===== src/rtl/mux_n_1_scan.sv =====
// N-channel registered mux with manual select or round-robin scan; Q lags its index by one clock.
// Latency 1 clock from sel/channel to Q; no backpressure, the scan advances only on en.
module mux_n_1_scan #(
   parameter int N_CH    = 4,
   parameter int DATA_W  = 1,
   parameter int SEL_W   = 2,
   parameter int DWELL_W = 8
) (
   input  logic                     clk,
   input  logic                     reset_n,
   input  logic [N_CH*DATA_W-1:0]   channel,
   input  logic [SEL_W-1:0]         sel,
   input  logic                     mode,
   input  logic                     en,
   input  logic [DWELL_W-1:0]       dwell,
   output logic [DATA_W-1:0]        Q,
   output logic [SEL_W-1:0]         cur_sel,
   output logic                     wrap,
   output logic                     valid
);

   typedef enum logic {MANUAL = 1'b0, SCAN = 1'b1} state_t;

   localparam logic [SEL_W:0]   N_CH_X  = (SEL_W+1)'(N_CH);
   localparam logic [SEL_W-1:0] LAST_CH = SEL_W'(N_CH - 1);

   state_t               state_q, state_d;
   logic [SEL_W-1:0]     cur_sel_q, cur_sel_d;
   logic [DWELL_W-1:0]   cnt_q, cnt_d;
   logic [DATA_W-1:0]    q_q, q_d;
   logic                 wrap_q, wrap_d;
   logic                 valid_q, valid_d;

   logic                 sel_ok;
   logic [SEL_W-1:0]     rd_idx;
   logic [DATA_W-1:0]    rd_dat;

   assign sel_ok = {1'b0, sel} < N_CH_X;

   // Manual cycles, scan entry and scan exit all read from sel; an out-of-range
   // start index falls back to channel 0 only when entering the scan.
   always_comb begin
      rd_idx = cur_sel_q;
      if (state_q == MANUAL || !mode) begin
         rd_idx = (mode && !sel_ok) ? '0 : sel;
      end
   end

   always_comb begin
      rd_dat = '0;
      for (int k = 0; k < N_CH; k++) begin
         if (rd_idx == SEL_W'(k)) begin
            rd_dat = channel[k*DATA_W +: DATA_W];
         end
      end
   end

   always_comb begin
      state_d   = mode ? SCAN : MANUAL;
      cur_sel_d = cur_sel_q;
      cnt_d     = cnt_q;
      q_d       = rd_dat;
      wrap_d    = 1'b0;
      valid_d   = 1'b1;
      if (state_q == MANUAL || !mode) begin
         cur_sel_d = rd_idx;
         cnt_d     = '0;
         valid_d   = mode | sel_ok;
      end else if (en) begin
         // >= rather than == so a dwell lowered below the running count advances at once.
         if (cnt_q >= dwell) begin
            cnt_d = '0;
            if (cur_sel_q == LAST_CH) begin
               cur_sel_d = '0;
               wrap_d    = 1'b1;
            end else begin
               cur_sel_d = cur_sel_q + SEL_W'(1);
            end
         end else begin
            cnt_d = cnt_q + DWELL_W'(1);
         end
      end
   end

   always_ff @(posedge clk or negedge reset_n) begin
      if (!reset_n) begin
         state_q   <= MANUAL;
         cur_sel_q <= '0;
         cnt_q     <= '0;
         q_q       <= '0;
         wrap_q    <= 1'b0;
         valid_q   <= 1'b0;
      end else begin
         state_q   <= state_d;
         cur_sel_q <= cur_sel_d;
         cnt_q     <= cnt_d;
         q_q       <= q_d;
         wrap_q    <= wrap_d;
         valid_q   <= valid_d;
      end
   end

   assign Q       = q_q;
   assign cur_sel = cur_sel_q;
   assign wrap    = wrap_q;
   assign valid   = valid_q;

endmodule


===== config.mk =====
export PLATFORM = sky130hd
export DESIGN_NAME = mux_n_1_scan
export DESIGN_NICKNAME = d
export VERILOG_FILES = /design/src/rtl/mux_n_1_scan.sv
export SDC_FILE = /design/constraint.sdc
export NUM_CORES = 1
export LEC_CHECK = 0
export CORE_MARGIN = 2
export CORE_UTILIZATION = 47
export DETAILED_ROUTE_END_ITERATION = 12
export GPL_TIMING_DRIVEN = 0
export PLACE_DENSITY_LB_ADDON = 0.3
export SYNTH_ARGS = -nofsm -noshare
export SYNTH_HDL_FRONTEND = slang
export SYNTH_SLANG_ARGS = --single-unit

===== constraint.sdc =====
create_clock -name clk -period 2.3 [get_ports clk]
set_input_delay 0.345 -clock clk [delete_from_list [all_inputs] [get_ports clk]]
set_output_delay 0.345 -clock clk [all_outputs]
set_load 0.005 [all_outputs]

==> results.py <==
metrics = {
    "setup_path": {
        "critical-path-max-stage-delay_ps": 440,
        "worst-path-max-fanout": 8,
        "crit_required_ps": 2440,
        "path_cells": "clkdlybuf4s50_1 > ha_1 > nand2b_4 > a2111o_1 > a21oi_4 > nand2b_1 > o211ai_1",
        "crit_type": "input port to flop",
        "path_buf_inv": 1,
        "start_kind": "input port",
        "cp_top_family": "compound AO/OA/AOI/OAI gates",
        "end_kind": "flop",
        "critPathArrivalTime_ps": 2180,
        "slowest_stage": "a2111o_1",
    },
    "clock_tree": {
        "clk_latency_ps": 270,
        "path_clk_slew_ps": 80,
        "cts.sinks": 14,
        "cts-resized-gates": 0,
        "cts_tree": "done",
        "cts_made_buffers": 3,
        "cts.htree.levels": 1,
        "cts_hold_buf": 0,
        "clockBufferDepth": 2,
        "post_cts_buffers": 0,
        "root_buffer": "clkbuf_4",
    },
    "sta": {
        "fin_crit_sh": 0.8902,
        "slew_headroom": 0.5936,
        "slew_violations": 0,
        "rsz0062_at_grt": "false",
        "worstMarginPinSlew_ps": 607.7,
        "finClkSkew_ps": 8.381,
        "fmax_mhz": 488.4,
        "finalCriticalPeriod_ps": 2047,
        "setup_viol": 0,
        "finalHoldViolations": 0,
    },
    "pwr": {
        "p_per_area_mw_per_mm2": 418.7,
        "ir_drop_uv": 307.4,
        "p_leak_nw": 0.5062,
    },
    "layout": {
        "regArea_um2": 350.3,
        "final_cell_area_mm2": 0.001142,
        "drive_above_1_share": 0.06034,
        "fillers": 145,
        "area_delta_synth_final_pct": 31.56,
        "diodes": 0,
        "multi_input_area_um2": 480.5,
        "final_nets": 146,
        "fin_cells": 141,
    },
    "route": {
        "wl_mm": 1.605,
        "vias_per_cell": 4.943,
        "drtAntennaViolNets": 0,
        "drt_iter0_drc": 8,
        "routedWlPerCell_um": 11.38,
        "drt_drc_violations_left": 0,
        "vias": 697,
        "drtPass1Iterations": 4,
    },
    "global_routing": {
        "grt-ovfl-total": 0,
        "grt_usage": 0.1738,
        "grt_pass1_wl_mm": 2.649,
        "grt_max_degree": 15,
        "antenna_found_initial": 0,
        "grt_pass1_vias": 635,
    },
    "floorplan": {
        "die_h_um": 46.98,
        "io_pins": 23,
        "die_x_um": 46.98,
        "dieArea_mm2": 0.002207,
        "initial_core_util": 0.5029,
        "core_area_mm2": 0.001727,
        "row_count": 15,
    },
    "logic_synthesis": {
        "netlist-cell-type-count": 29,
        "synth_flop_cell": "dfrtp_1",
        "ys_ff_latch": 14,
        "synth_area_um2": 868.3,
        "synth-edff-count": 0,
        "synth_area_per_cell_um2": 9.542,
        "synth_fp_nets": 119,
        "ys.warnings.count": 0,
        "synth-seq-area-share": 0.4035,
        "async_flop_share": 1.000,
        "synthCells": 91,
    },
    "outcome": {
        "status": "finished clean",
    },
    "job": {
        "maxCapViolations": 0,
    },
    "place": {
        "place_area_mm2": 0.001120,
        "place_congestion": 0.7278,
        "dp_cells": 138,
        "hpwl_mm": 1.322,
        "io_buffers": 22,
    },
    "min_path": {
        "hp-class": "input port to async pin",
    },
}
[synthesized netlist by cell type (2+ instances only)]
library cell	count	area, µm²
nand2_1	14	52.55
dfrtp_1	14	350.3
xor2_1	2	17.52
inv_1	10	37.54
o211ai_1	3	22.52
xnor2_1	3	26.28
o2111ai_1	2	17.52
ha_1	10	125.1
nand3_1	2	10.01
a21oi_1	5	25.02
nor2_1	8	30.03
[per-stage QoR]
| step | worst slack, ps | util | setup TNS [ps] | hold slack (ps) | total power [mW] |
|---|---|---|---|---|---|
| after global routing | 188.7 | 0.6616 | 0 | 485.6 | 0.5109 |
| after detailed placement | -40.17 | 0.6486 | -52.57 | 551.6 | 0.3566 |
| final | 252.6 | 0.6616 | 0 | 450.1 | 0.4783 |
| after floorplan | 470.0 | - | 0 | 49.41 | 0.3014 |
| after CTS | 253.8 | 0.6616 | 0 | 461.7 | 0.4877 |
| after global placement | 5.954 | 0.6486 | 0 | 543.9 | 0.3533 |
[area by class of cell]
class                           count  share of cell area
Timing Repair Buffer               22              0.1928
Inverter                           10             0.03286
Sequential cell                    14              0.3067
Tap cell                           25             0.02738
Multi-Input combinational cell     67              0.4206
Clock buffer                        3             0.01972
[report_power, final]
group	internal [mW]	total [mW]	switching, mW
clock network	0.0605	0.128	0.0671
registers	0.254	0.260	0.00550
logic	0.0555	0.0910	0.0355
[flip-flops by register name (all words and copies together), names as in the netlist]
| register | cells |
|---|---|
| Q | 1 |
| cnt_q | 8 |
| cur_sel | 2 |
| state_q | 1 |
| valid | 1 |
| wrap | 1 |
[logic make-up (layout without fill, tap and decap cells)]
family	count (synthesis)	after routing	share of synthesized area
and+or+nand+nor	32	32	0.1758
muxes	1	1	0.02593
AOI/OAI and AO/OA	18	18	0.1527
buffers and inverters	10	35	0.04323
adders and majority gates	10	10	0.1441
DFF	14	14	0.4035
other	1	1	0.004319
xor gates and xnor gates	5	5	0.05044
[routing by layer]
metal	routed length (µm)	global-route usage	vias up
li1	-	-	365
met1	749	0.2386	321
met2	795	0.2712	11
met3	60	0.06923	0
met4	0	0.01667	0
met5	0	0	-
[cell usage in the layout (no fill, tap or decap), types with 2 or more instances in the layout]
cell / Yosys / layout
o211ai_1: 3 / 3
nor2_1: 8 / 8
o2111ai_1: 2 / 2
a21oi_1: 5 / 5
dfrtp_1: 14 / 14
ha_1: 10 / 10
nand3_1: 2 / 2
inv_1: 10 / 10
nand2_1: 14 / 14
xor2_1: 2 / 2
xnor2_1: 3 / 3
clkdlybuf4s50_1: 0 / 22
clkbuf_4: 0 / 3
[worst paths after layout]
kind,slack (ps),start,end,cells after the start
min reg2reg,560,cnt_q[7],cnt_q[7],2
min in group clk,560,cnt_q[7],cnt_q[7],2
max in group asynchronous,1450,reset_n,wrap,1
min,450,reset_n,cnt_q[0],1
max reg2reg,280,cnt_q[0],cur_sel[1],7
max,250,dwell[0],cur_sel[1],7
Power figures use the tool's default switching activity.
==> RTL edit (same flow settings) <==
Change the parameter `DWELL_W` from 8 to 6.
--- a/src/rtl/mux_n_1_scan.sv
+++ b/src/rtl/mux_n_1_scan.sv
@@ -5,5 +5,5 @@
    parameter int DATA_W  = 1,
    parameter int SEL_W   = 2,
-   parameter int DWELL_W = 8
+   parameter int DWELL_W = 6
 ) (
    input  logic                     clk,
Interface: changed (resized dwell); port bits go from 23 to 21. No check against the original RTL was run, so the function may have changed too.
==> RTL edit against the original RTL <==
- clock skew shrank 0.0045 ns
- worst setup slack improved by 0.26 ns
- sequential power fell by 13%
- combinational power fell by 5.1%
- wire length shrank 10%
- synthesized cell count is 15% lower
- total power shrank 0.30%
- count of clock-buffer cells in the layout up 1
- area after synthesis down 13%
- first-iteration DRC count rose by 63%
- die area fell by 12%
- final area decreased by 12%
- sequential cell count is 2 lower
- critical path type unchanged
- highest routed layer unchanged
==> RTL edit: results (changes against the original RTL) <==
INFO  metric synth_area_leaders = sky130_fd_sc_hd__dfrtp_1 40%, sky130_fd_sc_hd__ha_1 13%, sky130_fd_sc_hd__xor2_1 4.6%
INFO  metric mappedNetlistNets = 101 (-15%)
INFO  metric wire_length_of_the_first_global_routing_pass = 2394 µm (-9.6%)
INFO  metric placed_area = 967.2 µm² (-14%)
INFO  metric routed_wl = 1444 µm (-10%)
INFO  metric synth_cell_types = 27 (-6.9%)
INFO  metric status = complete, no violations
INFO  metric routabilityCongestion = 0.8604 (+18%)
INFO  metric placed_cells = 112 (-19%)
INFO  metric p_leak = 0.4544 nW (-10%)
INFO  metric worst_r2r_path_depth = 5 (-2)
INFO  metric r2r_setup_slack = 0.62 ns (+0.34 ns)
INFO  metric nFillCells = 121 (-17%)
INFO  metric synthTopCellsByCount = 12 x sky130_fd_sc_hd__dfrtp_1, 8 x sky130_fd_sc_hd__ha_1, 7 x sky130_fd_sc_hd__nand2_1
INFO  metric r2r_start = cnt_q[4]
INFO  metric finalClockSkew = 0.003881 ns (-0.004500 ns)
INFO  metric worst_slew_margin_rel = 0.6472 (+0.05355)
INFO  metric ir_drop = 0.5641 mV (+83%)
INFO  metric globalRouteMet2Util = 0.2735 (+0.002297)
INFO  metric maximum_fanout_along_the_worst_path = 4 (-4)
INFO  metric port_buffers = 19 (-14%)
INFO  metric gr-usage-met3 = 0.07347 (+0.004239)
INFO  metric final_nets = 125 (-14%)
INFO  metric crit_slowest_cell = sky130_fd_sc_hd__clkdlybuf4s50_1
INFO  metric vias_in_the_first_global_route = 577 (-9.1%)
INFO  metric globalRouteMet1Util = 0.2161 (-0.02241)
## RTL edit: logic make-up (layout without fill, tap and decap cells)
group                      after synthesis  in the layout  synth area share
xor gates and xnor gates                 4              4           0.04628
AOI/OAI and AO/OA                       19             19            0.1752
DFF                                     12             12            0.3967
adders and majority gates                8              8            0.1322
muxes                                    1              1           0.02975
buffers and inverters                    9             32           0.05123
and+or+nand+nor                         23             23            0.1637
other                                    1              1          0.004954
## RTL edit: per-layer routing
metal | share of wire | wire length, µm
met1 | 0.47 | 680
met2 | 0.48 | 687
met3 | 0.053 | 76
met4 | 0 | 0
met5 | 0 | 0
## RTL edit: final cells by class
cell class              count  area, µm²  share of cell area
well taps                  16      20.02             0.01995
clock buffers               4      36.28             0.03616
repair buffers             19      190.2              0.1895
plain buffers               2      12.51             0.01247
flip-flops and latches     12      300.3              0.2993
multi-input cells          56      417.9              0.4165
inverters                   7      26.28             0.02618
## RTL edit: where the power goes
part           leakage [nW]  internal (mW)  total (mW)  switching [mW]
combinational         0.277         0.0509      0.0864          0.0355
clock                0.0210         0.0962       0.166          0.0695
sequential            0.156          0.219       0.225         0.00566
## RTL edit: worst max-delay path by stage
stage	from	end	slack (ns)
global route	dwell[3]	cur_sel[1]	0.42
CTS	dwell[4]	cur_sel[1]	0.52
detailed placement	dwell[4]	cur_sel[1]	0.24
global placement	dwell[5]	cur_sel[1]	0.24
finish	dwell[5]	cur_sel[1]	0.51
floorplan	cnt_q[4]	cur_sel[0]	0.80
## RTL edit: worst register-to-register path: cells and delay by family (launching register included)
family | cells | cell delay, ns
AO/OA/AOI/OAI | 2 | 0.41
AND/OR/NAND/NOR | 2 | 0.41
flip-flops | 1 | 0.42
adder cells (fa/ha/maj) | 1 | 0.34
